==> config.mk <==
export PLATFORM = sky130hd
export DESIGN_NAME = sound_request_arbiter
export DESIGN_NICKNAME = d
export VERILOG_FILES = /design/src/rtl/sound_request_arbiter.sv
export SDC_FILE = /design/constraint.sdc
export NUM_CORES = 1
export LEC_CHECK = 0
export CORE_MARGIN = 2
export CORE_UTILIZATION = 30
export CTS_CLUSTER_DIAMETER = 60
export DETAILED_ROUTE_END_ITERATION = 10
export PLACE_DENSITY_LB_ADDON = 0.15
export SLEW_MARGIN = 40
export SYNTH_ARGS = -nofsm -noshare
export SYNTH_HDL_FRONTEND = slang
export SYNTH_SLANG_ARGS = --single-unit
==> constraint.sdc <==
create_clock -name clock -period 5.8 [get_ports clock]
set_input_delay 0.58 -clock clock [delete_from_list [all_inputs] [get_ports clock]]
set_output_delay 0.58 -clock clock [all_outputs]
set_load 0.1 [all_outputs]
==> src/rtl/sound_request_arbiter.sv <==
// sound_request_arbiter
// Shares one speaker pin between NUM_SOURCES tune players. One-cycle play
// requests are latched into a pending set. The lowest pending index (the
// highest priority) is granted the speaker. Its player is started with an
// active-low trigger pulse, and its square wave is routed to the pin until
// the player drops busy. A watchdog limits the play length, and a silent gap
// separates consecutive tunes.
//
// Optional feature macro: SOUND_PREEMPT_EN
//   When defined, a pending request at a higher priority than the current
//   owner aborts the current play during ACK/PLAY. The aborted player gets a
//   reset pulse, and the arbiter returns straight to IDLE with no gap.
//
// Player handshake: source_trigger[g] is low for exactly the one START cycle.
// The player then has ACK_CYCLES cycles to raise source_busy[g]. The play
// lasts while source_busy[g] stays high. source_reset[g] is a one-cycle
// active-low abort that is issued only by this block.
module sound_request_arbiter #(
    parameter int NUM_SOURCES     = 4,
    parameter int CLOCK_FREQUENCY = 50000000,
    parameter int MAX_PLAY_MS     = 8000,
    parameter int GAP_MS          = 50,
    parameter int ACK_CYCLES      = 16
) (
    input  logic                   clock,
    input  logic                   reset,
    input  logic                   enable,
    input  logic [NUM_SOURCES-1:0] request,
    input  logic [NUM_SOURCES-1:0] source_sound,
    input  logic [NUM_SOURCES-1:0] source_busy,
    output logic [NUM_SOURCES-1:0] source_trigger,
    output logic [NUM_SOURCES-1:0] source_reset,
    output logic [NUM_SOURCES-1:0] grant,
    output logic                   sound,
    output logic                   busy,
    output logic                   timeout_pulse,
    output logic [2:0]             stateDebug
);

    localparam int unsigned MS_TICKS   = int'(CLOCK_FREQUENCY / 1000);
    localparam int unsigned PLAY_RAW   = int'(MAX_PLAY_MS) * MS_TICKS;
    localparam int unsigned GAP_RAW    = int'(GAP_MS) * MS_TICKS;
    localparam int unsigned PLAY_LIMIT = (PLAY_RAW < 1) ? 1 : PLAY_RAW;
    localparam int unsigned GAP_LIMIT  = (GAP_RAW < 1) ? 1 : GAP_RAW;
    localparam int unsigned ACK_LIMIT  = (ACK_CYCLES < 1) ? 1 : ACK_CYCLES;

    // Terminal counts: each waiting state lasts exactly LIMIT cycles.
    localparam logic [31:0] PLAY_LAST = 32'(PLAY_LIMIT - 1);
    localparam logic [31:0] GAP_LAST  = 32'(GAP_LIMIT - 1);
    localparam logic [31:0] ACK_LAST  = 32'(ACK_LIMIT - 1);

    localparam logic [NUM_SOURCES-1:0] ONE = NUM_SOURCES'(1);

    typedef enum logic [2:0] {
        IDLE  = 3'd0,
        START = 3'd1,
        ACK   = 3'd2,
        PLAY  = 3'd3,
        GAP   = 3'd4
    } stateType;

    stateType               state;
    stateType               nextState;
    logic [NUM_SOURCES-1:0] pending;
    logic [NUM_SOURCES-1:0] nextGrant;
    logic [NUM_SOURCES-1:0] clearMask;
    logic [NUM_SOURCES-1:0] lowestPending;
    logic [31:0]            count;
    logic [31:0]            countNext;
    logic                   abortPlay;
    logic                   timeoutHit;
    logic                   ownerBusy;
    logic                   playing;

    // Isolate the lowest set bit of pending.
    assign lowestPending = pending & (~pending + ONE);
    assign ownerBusy     = |(source_busy & grant);
    assign playing       = (state == ACK) || (state == PLAY);

    assign source_trigger = (state == START) ? ~grant : '1;
    assign busy           = (state != IDLE);
    assign stateDebug     = state;

    // Next-state, grant and counter decisions for the arbitration FSM.
    always_comb begin
        nextState  = state;
        nextGrant  = grant;
        countNext  = count + 32'd1;
        clearMask  = '0;
        abortPlay  = 1'b0;
        timeoutHit = 1'b0;

        if (!enable) begin
            // Muting overrides everything. A started player is told to stop.
            nextState = IDLE;
            nextGrant = '0;
            countNext = '0;
            abortPlay = (state == START) || playing;
        end else begin
            case (state)
                IDLE: begin
                    countNext = '0;
                    if (pending != '0) begin
                        nextState = START;
                        nextGrant = lowestPending;
                        clearMask = lowestPending;
                    end
                end

                START: begin
                    countNext = '0;
                    nextState = ACK;
                end

                ACK: begin
`ifdef SOUND_PREEMPT_EN
                    if ((pending & (grant - ONE)) != '0) begin
                        abortPlay = 1'b1;
                        nextState = IDLE;
                        nextGrant = '0;
                        countNext = '0;
                    end else
`endif
                    if (ownerBusy) begin
                        nextState = PLAY;
                        countNext = '0;
                    end else if (count == ACK_LAST) begin
                        abortPlay  = 1'b1;
                        timeoutHit = 1'b1;
                        nextState  = GAP;
                        nextGrant  = '0;
                        countNext  = '0;
                    end
                end

                PLAY: begin
`ifdef SOUND_PREEMPT_EN
                    if ((pending & (grant - ONE)) != '0) begin
                        abortPlay = 1'b1;
                        nextState = IDLE;
                        nextGrant = '0;
                        countNext = '0;
                    end else
`endif
                    if (!ownerBusy) begin
                        nextState = GAP;
                        nextGrant = '0;
                        countNext = '0;
                    end else if (count == PLAY_LAST) begin
                        abortPlay  = 1'b1;
                        timeoutHit = 1'b1;
                        nextState  = GAP;
                        nextGrant  = '0;
                        countNext  = '0;
                    end
                end

                GAP: begin
                    nextGrant = '0;
                    if (count == GAP_LAST) begin
                        nextState = IDLE;
                        countNext = '0;
                    end
                end

                default: begin
                    nextState = IDLE;
                    nextGrant = '0;
                    countNext = '0;
                end
            endcase
        end
    end

    // FSM state, owner and shared counter registers.
    always_ff @(posedge clock or negedge reset) begin
        if (!reset) begin
            state <= IDLE;
            grant <= '0;
            count <= '0;
        end else begin
            state <= nextState;
            grant <= nextGrant;
            count <= countNext;
        end
    end

    // Pending requests. A request in the same cycle as the grant keeps the bit set.
    always_ff @(posedge clock or negedge reset) begin
        if (!reset) begin
            pending <= '0;
        end else begin
            pending <= (pending & ~clearMask) | request;
        end
    end

    // Speaker pin, registered from the owner's square wave while it may play.
    always_ff @(posedge clock or negedge reset) begin
        if (!reset) begin
            sound <= 1'b0;
        end else begin
            sound <= (enable && playing) ? |(source_sound & grant) : 1'b0;
        end
    end

    // One-cycle abort and timeout pulses, aligned with the cycle the FSM leaves the play.
    always_ff @(posedge clock or negedge reset) begin
        if (!reset) begin
            source_reset  <= '1;
            timeout_pulse <= 1'b0;
        end else begin
            source_reset  <= abortPlay ? ~grant : '1;
            timeout_pulse <= timeoutHit;
        end
    end

endmodule

==> results.md, run 1 <==
- Status: finished clean
- Core Rows: 33
- DRT iter0 DRCs: 72
- Ports: 33
- Data arrival, critical path: 2.92 ns
- Slew HR: 48.4%
- First-pass GRT wire length: 10,300 um
- Setup TNS Final: 0 ns
- Dpl ws: 3.02 ns
- Final setup viols: 0
- Gpl congestion: 0.835
- Leading area contributor after synthesis: dfrtp_1
- Clock transition at the registers of the reported paths: 0.09 ns
- Worst path slowest cell: or4_4
- Max Cap Viol: 0
- Leak pwr: approximately 1.2 nW
- Resized cells post-CTS: 0
- Crit path launch type: flip-flop
- WL per Instance: 14.8 um
- Total GRT Usage: 14.2%
- CP max stage delay: 0.55 ns
- Layout cell share with drive strength beyond 1: between 10% and 20%
- DR DRC count: 0
- Remaining global-route overflow: 0
- Initial antenna violation count: 0
- Mapped Avg Cell Area: 9.70 um2
- Largest net degree at the start of global routing: 50
- Pre-Repair DR Iteration Count: 4
- EDFF count, synth: 0
- PD cells: 335 mW/mm2
- Ys Warns: 0
- Root Driver: clkbuf_8
- Commonest non-fill, non-tap cell in the layout: dfrtp_1
- Commonest non-fill, non-tap cells in the layout: dfrtp_1, nor2_1, nand2_1, xor2_1, buf_2
- Worst Skew: between 0.006 and 0.007 ns
- Critical-path cell list: or3_4, or4_4, o31ai_4, o41a_2, a21o_2, nor2_1
- Core area: roughly 0.0083 mm2
- Hold Buf Count CTS: 0
- WP buf/inv: 0
- Clk Latency, worst-skew pair: about 0.31 ns
- Via density: about 5.0
- Cell count after synthesis: 265
- Netlist cell types: 45
- Vias: 2,029
- CP Data Required Time: 5.97 ns
- CTS sink count: around 50
- Post-route ant nets: 0
- Crit path max-delay family: simple AND/OR/NAND/NOR gates
- Syn nets: roughly 280
- Top_reg_cell synth: dfrtp_1
- Hold Vio Cnt, Final: 0
- Register area share after synthesis: 47.9%
- Share of the synthesized area in the top cell type: 43.8%
- Highest Clock Rate: 363 MHz
- Vias in the first global route: between 2,000 and 2,500
- Yosys reg bits: 49
- Peak VDD IR: between 0.1 and 0.15 mV
- CTS H-tree lvls: 2
- Wirelength, routed: 5960 um
- Unrepaired setup endpoints after global routing: no
- Worst Max-Slew Pin Slew: 0.767 ns
- Worst Path Max Fanout: 32
- Setup repair bufs after CTS: 0
- Async SR Flop Fraction: 100%
- Post-DP HPWL: 4220 um
- Die area: between 0.009 and 0.01 mm2
- Nets: approximately 310
- Tot Pwr: 1.01 mW
- Min Tclk post-route: 2.76 ns
- Fin crit share: between 40% and 50%
- # port buffers: 32
- Critical path class: reg2reg
- Total CTS buffers: 5
- Die Wd: 96.6 um
- Ant diodes: 0
- Chip height: 96.6 um
- Area of the mapped netlist: 0.00257 mm2
- CTS tree: built
- Worst hold path class: in2async
- Clock buffer depth: 2
- Slew Limit Fails: 0
- Initial Util: 31.1%
- CP endpoint kind: flip-flop
- Setup WS post-layout: 3.04 ns
- Area grow syn2layout: 17.8%
- Ranking of synthesized cells by area: dfrtp_1, xor2_1, nor2_1, dfstp_2, nand2_1
## registers in the layout, summed over array words and instances (netlist names)
name and flops:
sound 1, timeout_pulse 1, source_reset 4, stateDebug 3, pending 4, count 32
grant 4
## per-layer routing
| metal | up-vias | track usage [%] | wire (um) |
|---|---|---|---|
| met4 | 0 | 4.81 | 67 |
| li1 | 1008 | - | - |
| met1 | 975 | 20.0 | 2870 |
| met2 | 40 | 22.0 | 2790 |
| met5 | - | 0 | 0 |
| met3 | 6 | 2.87 | 229 |
## final timing paths
kind	from	end	slack [ns]	depth (start not counted)
worst max-delay path	count[10]	count[29]	3.04	6
worst min-delay path	reset	count[1]	0.36	2
worst max register to register	count[10]	count[29]	3.04	6
worst min register to register	count[0]	count[0]	0.49	1
max in group asynchronous	reset	count[7]	5.00	2
min in group clock	count[0]	count[0]	0.49	1
## kinds of logic after synthesis
| group | synth area share (%) |
|---|---|
| compound gates | 10.4 |
| xor+xnor | 10.2 |
| fa+ha+maj | 0.487 |
| buf+inv | 2.68 |
| flops | 47.9 |
| simple gates | 28.3 |
## synthesized netlist by cell type (all sizes together), types with 3 or more instances
cell type  count
or3            3
nand2b         4
dfstp          4
nor3           6
and4           8
inv            5
a22oi          5
nor4           9
or4            3
o21ai          4
xnor2          9
and2           5
nand3         13
a21o           4
clkbuf         3
dfrtp         45
and3           7
nor2          42
buf            5
nand4         10
nand2         26
xor2          21
## where the power goes
group	switching [mW]	total, mW	internal (mW)
Clock	0.117	0.288	0.171
Combinational	0.262	0.333	0.0717
Sequential	0.0313	0.393	0.362
## cell type report
type,count,area [um2]
clock buffers,5,68.8
flip-flops and latches,49,1230
inverters,5,18.8
repair buffers,33,233
clock inverters,3,65.1
fillers,849,5230
well taps,105,131
multi-input cells,203,1280
## stage by stage
stage          cells  util, %  instance area (um2)  hold slack (ns)
2_1_floorplan    265        -                 2570            0.284
3_3_place_gp     395     36.0                 2980            0.483
3_5_place_dp     395     35.0                 2890            0.477
4_1_cts          403     36.6                 3020            0.397
5_1_grt          403     36.7                 3030            0.430
6_report         403     36.7                 3030            0.363
No activity file was read; power rests on OpenSTA's default activity.
==> inputs of run 2 (changes only) <==
- clock period: 5.8 -> 2.66 ns (I/O delays scaled with it)
==> run 2 against run 1 <==
  * Die area is the same
  * Sequential power grew 120%
  * Critical path depth is the same
  * Flip-flop and latch count is the same
  * Clock power grew 97%
  * Setup slack lost 2.9 ns
  * Cell area grew 3.5%
  * Power grew 120%
  * Fmax grew 8.4%
  * Sequential share of layout area shrank 1.4 points
  * Count of clock-buffer cells in the layout grew 1
  * Hold slack gained 0.050 ns
  * Largest power group unchanged
  * Highest routed layer unchanged
==> results.md, run 2 (synthesis results as in run 1) <==
- Register area: 0.00123 mm2 (unchanged)
- Post-DP HPWL: 4540 um (+7.6%)
- Met2 WL: 2900 um (+4.1%)
- Total GRT Usage: 15.1% (+0.83 points)
- Leak pwr: 1.25 nW (+4.8%)
- Via density: 5.01 (-0.50%)
- Pre-Repair DR Iteration Count: 4 (unchanged)
- Crit path launch type: flip-flop
- Initial Util: 31.1% (unchanged)
- Clock buffer depth: 2 (unchanged)
- Area grow syn2layout: 21.9%
- Chip height: 96.6 um (unchanged)
- Remaining global-route overflow: 0 (unchanged)
- Core Rows: 33 (unchanged)
- Die area: 0.00933 mm2 (unchanged)
- Critical path class: reg2reg
- Highest Clock Rate: 393 MHz (+8.4%)
- Max Cap Viol: 0 (unchanged)
- Design area: 0.00313 mm2 (+3.5%)
- Critical-path cell list: or4_1, or4_4, nor3_4, nor2b_1, or3_4, o32ai_2
- Gpl congestion: 0.808 (-3.3%)
- Max Used Layer: met4
- Total CTS buffers: 5 (unchanged)
- Worst hold path class: in2async
- Hold Vio Cnt, Final: 0 (unchanged)
- Vias in the first global route: 2,097 (+2.2%)
- Layout cell share with drive strength beyond 1: 16.3% (+1.5 points)
- Critical Path End: stateDebug[0]
- Top reg by flops: count
- DR DRC count: 0 (unchanged)
- CTS tree: built
- Fin crit share: 95.5% (+48 points)
- Nets: 322 (+2.9%)
- First-pass GRT wire length: 10,800 um (+4.6%)
- Ports: 33 (unchanged)
- WP depth: 6 (unchanged)
- Initial antenna violation count: 0 (unchanged)
- Worst Skew: 0.00858 ns (+0.00188 ns)
- Largest net degree at the start of global routing: 33 (-34%)
- Critical Path Start: count[4]
- Slew HR: 61.5% (+13 points)
- Peak VDD IR: 0.355 mV (+150%)
- Die Wd: 96.6 um (unchanged)
- Unrepaired setup endpoints after global routing: no
- Crit path max-delay family: simple AND/OR/NAND/NOR gates
- WL per Instance: 15.1 um (+2.1%)
- Commonest non-fill, non-tap cell in the layout: dfrtp_1
- # port buffers: 32 (unchanged)
- Clock transition at the registers of the reported paths: 0.09 ns (about the same)
- Reg2reg setup slack: 0.12 ns (-2.93 ns)
- Worst Max-Slew Pin Slew: 0.576 ns (-0.191 ns)
- Post-route ant nets: 0 (unchanged)
- Setup TNS Final: 0 ns (unchanged)
- CP endpoint kind: flip-flop
- CTS sink count: 49 (unchanged)
- PD cells: 700 mW/mm2 (+110%)
- Reg2reg start: count[4]
- Wirelength, routed: 6220 um (+4.4%)
- Clk Latency, worst-skew pair: 0.30 ns (about the same)
- Ant diodes: 0 (unchanged)
- Worst Path Max Fanout: 5 (-84%)
- Worst reg2reg path endpoint: stateDebug[0]
- Final setup viols: 0 (unchanged)
- CP max stage delay: 0.54 ns (about the same)
- Status: finished clean
- Worst path slowest cell: or4_4
- Commonest non-fill, non-tap cells in the layout: dfrtp_1, nor2_1, nand2_1, buf_4, xor2_1
- CTS H-tree lvls: 2 (unchanged)
- Root Driver: clkbuf_8
- Area of the multi-input gates: 0.00127 mm2 (-0.59%)
- Vias: 2,064 (+1.7%)
- Core area: 0.00826 mm2 (unchanged)
- Slew Limit Fails: 0 (unchanged)
- Wire length on met1: 2990 um (+4.2%)
- Filler cells: 865 (+1.9%)
- CP Data Required Time: 2.87 ns (-3.10 ns)
- DRT iter0 DRCs: 45 (-38%)
- WP buf/inv: 0 (unchanged)
- Reg2Reg Depth: 6 (unchanged)
- Data arrival, critical path: 2.75 ns (-0.17 ns)
- Max reg flops: 32 (unchanged)
- Placed inst area: 0.00300 mm2 (+4.0%)
- Min Tclk post-route: 2.54 ns (-0.214 ns)
- WL met3: 215 um (-6.1%)
## run 2: power breakdown
part / leakage (nW) / internal (mW) / switching, mW / total (mW)
Combinational: 0.543 / 0.192 / 0.575 / 0.768
Sequential: 0.648 / 0.788 / 0.0728 / 0.861
Clock: 0.0574 / 0.306 / 0.260 / 0.566
## run 2: timing repair
| action | 4_1_cts | 5_1_grt |
|---|---|---|
| endpoints found under the setup margin | 0 | 0 |
| hold buffers | 1 | 0 |
| gates resized for setup | 0 | 0 |
| setup buffers | 0 | 0 |
| hold endpoints to repair | 13 | 0 |
## run 2: worst reg2reg max path: cells and delay by family (launching register included)
family          cells  cell delay, ns
compound gates      1            0.22
simple gates        5            1.78
flops               1            0.45
## run 2: final cells by class
class                           instances  area share, %
Tap cell                              105           4.19
Multi-Input combinational cell        203           40.6
Clock buffer                            6           2.63
Clock inverter                          2           1.20
Sequential cell                        49           39.3
Timing Repair Buffer                   42           11.5
Inverter                                5          0.599
## run 2: metrics by stage
stage               total power, mW  cells  setup WS, ns  hold slack (ns)  util (%)
finish                         2.19    412         0.119            0.413      38.0
floorplan                      1.45    265         0.154          -0.0296         -
detailed placement             1.64    403         0.152            0.229      36.4
CTS                            2.22    412         0.123            0.416      37.9
global placement               1.64    403         0.145            0.220      36.4
global route                   2.31    412        0.0258            0.442      38.0
## run 2: routing by layer
| layer | up-vias | GRT usage, % |
|---|---|---|
| met3 | 10 | 3.41 |
| met1 | 1005 | 20.6 |
| met4 | 0 | 4.93 |
| li1 | 1023 | - |
| met5 | - | 0 |
| met2 | 26 | 23.7 |
## run 2: worst min-delay path by stage
stage	to	depth (start not counted)	slack, ns	start
final	pending[1]	2	0.41	reset
after global routing	pending[1]	2	0.44	reset
after floorplan	count[0]	0	-0.03	reset
after global placement	pending[1]	1	0.22	reset
after CTS	pending[1]	2	0.42	reset
after detailed placement	pending[1]	1	0.23	reset
==> inputs of run 3 (changes only) <==
- CORE_UTILIZATION: 30 -> 50
==> run 3 against run 2 <==
  * Setup slack better by 0.098 ns
  * Non-clock buffer count down 3
  * Critical path depth unchanged
  * Fmax increased by 4.0%
  * Critical path type unchanged
  * Highest routed layer unchanged
  * First-iteration DRC count rose to 3.5 times the previous value
  * Largest power group unchanged
  * Clock skew fell by 0.0025 ns
  * Flip-flop and latch count unchanged
  * Via count increased by 0.68%
==> results.md, run 3 (synthesis results as in run 1) <==
- Status: finished clean
- CTS H-tree lvls: 2 (unchanged)
- Clk Latency, worst-skew pair: 0.31 ns (about the same)
- # port buffers: 32 (unchanged)
- Via density: 5.56 (+11%)
- Worst hold path class: in2async
- Crit path launch type: flip-flop
- Vias in the first global route: 2,031 (-3.1%)
- Critical path class: reg2reg
- Setup repair bufs after CTS: 0 (unchanged)
- Commonest non-fill, non-tap cells in the layout: dfrtp_1, nor2_1, nand2_1, buf_4, xor2_1
- Tot Pwr: 2.06 mW (-6.0%)
- Total GRT Usage: 22.1% (+7.0 points)
- DR DRC count: 0 (unchanged)
- Clock transition at the registers of the reported paths: 0.09 ns (about the same)
- CTS sink count: 49 (unchanged)
- Placed cells: 365 (-9.4%)
- CP Data Required Time: 2.88 ns (about the same)
- Max Cap Viol: 0 (unchanged)
- CP max stage delay: 0.53 ns (about the same)
- Top reg by flops: count
- Hold_ws: 0.421 ns (+0.00750 ns)
- Leak pwr: 1.22 nW (-2.0%)
- Worst Skew: 0.00607 ns (-0.00251 ns)
- Design area: 0.00304 mm2 (-3.1%)
- Post-DP HPWL: 4060 um (-11%)
- Initial antenna violation count: 0 (unchanged)
- Die area: 0.00573 mm2 (-39%)
- Setup WS post-layout: 0.216 ns (+0.0979 ns)
- Placed inst area: 0.00294 mm2 (-2.2%)
- Fin crit share: 91.9% (-3.7 points)
- Final core occ: 60.2% (+22 points)
- Hold Vio Cnt, Final: 0 (unchanged)
- PD cells: 679 mW/mm2 (-3.0%)
- DRT iter0 DRCs: 156 (+250%)
- Fin cells: 374 (-9.2%)
- Total CTS buffers: 5 (unchanged)
- Clock buffer depth: 2 (unchanged)
- Ports: 33 (unchanged)
- Max reg flops: 32 (unchanged)
- Worst Max-Slew Pin Slew: 0.759 ns (+0.183 ns)
- Worst path slowest cell: or4_1
- CP endpoint kind: flip-flop
- Unrepaired setup endpoints after global routing: no
- Dpl ws: 0.217 ns (+0.0652 ns)
- Resized cells post-CTS: 0 (unchanged)
- Register area: 0.00123 mm2 (unchanged)
- Nets: 319 (-0.93%)
- Die Wd: 75.7 um (-22%)
- Post-route ant nets: 0 (unchanged)
- Highest Clock Rate: 409 MHz (+4.0%)
- First-pass GRT wire length: 9530 um (-11%)
- Root Driver: clkbuf_8
- Setup TNS Final: 0 ns (unchanged)
- Commonest non-fill, non-tap cell in the layout: dfrtp_1
- Slew Limit Fails: 0 (unchanged)
- Slew HR: 48.1% (-13 points)
- Core area: 0.00504 mm2 (-39%)
- Chip height: 75.7 um (-22%)
- Ant diodes: 0 (unchanged)
- Min Tclk post-route: 2.44 ns (-0.0979 ns)
- Area of the multi-input gates: 0.00127 mm2 (about the same)
- Largest net degree at the start of global routing: 33 (unchanged)
- Critical-path cell list: or4_1, or4_4, nor3_4, nor2b_1, or3_4, o32ai_2
- Area grow syn2layout: 18.2%
- Data arrival, critical path: 2.66 ns (-0.09 ns)
- Vias: 2,078 (+0.68%)
- Worst Path Max Fanout: 5 (unchanged)
- Initial Util: 51.0% (+20 points)
- Peak VDD IR: 0.410 mV (+16%)
- Wirelength, routed: 5570 um (-10%)
- Core Rows: 26 (-21%)
- WL per Instance: 14.9 um (-1.4%)
- CTS tree: built
- Pre-Repair DR Iteration Count: 5 (+1)
- Remaining global-route overflow: 0 (unchanged)
- Layout cell share with drive strength beyond 1: 15.5% (-0.83 points)
- Filler cells: 445 (-49%)
- Gpl congestion: 0.812 (+0.56%)
- Final setup viols: 0 (unchanged)
[run 3: power by group]
part / internal [mW] / switching (mW)
registers: 0.788 / 0.0677
clock network: 0.187 / 0.257
logic: 0.191 / 0.572
total: 1.17 / 0.897
[run 3: worst max-delay path: cells and delay by family, from the launching register on]
family	cells	cell delay, ns
AND/OR/NAND/NOR	5	1.73
flip-flops	1	0.44
AO/OA/AOI/OAI	1	0.19
[run 3: metal layers]
| layer | vias up | track usage [%] | wire [um] |
|---|---|---|---|
| met3 | 5 | 4.23 | 267 |
| met5 | - | 0 | 0 |
| met2 | 49 | 36.5 | 2730 |
| met4 | 0 | 6.43 | 68 |
| li1 | 1018 | - | - |
| met1 | 1006 | 29.7 | 2500 |
[run 3: area by class of cell]
class,instances,area share [%]
well taps,70,2.88
clock buffers,5,2.27
inverters,5,0.618
repair buffers,39,11.1
multi-input cells,203,41.8
clock inverters,3,0.741
flip-flops and latches,49,40.5
[run 3: path summary, 6_finish.rpt]
check / startpoint / endpoint / slack, ns / cells after the start
worst max-delay path: count[4] / stateDebug[0] / 0.22 / 6
worst min-delay path: reset / count[0] / 0.42 / 2
worst max register to register: count[4] / stateDebug[0] / 0.22 / 6
worst min register to register: pending[0] / pending[0] / 0.51 / 1
max in group asynchronous: reset / count[24] / 1.49 / 3
min in group clock: request[2] / pending[2] / 0.51 / 2
[run 3: what timing repair did]
action	in CTS	in global routing
hold buffers	1	0
hold endpoints to repair	15	0
setup endpoints to repair	0	0
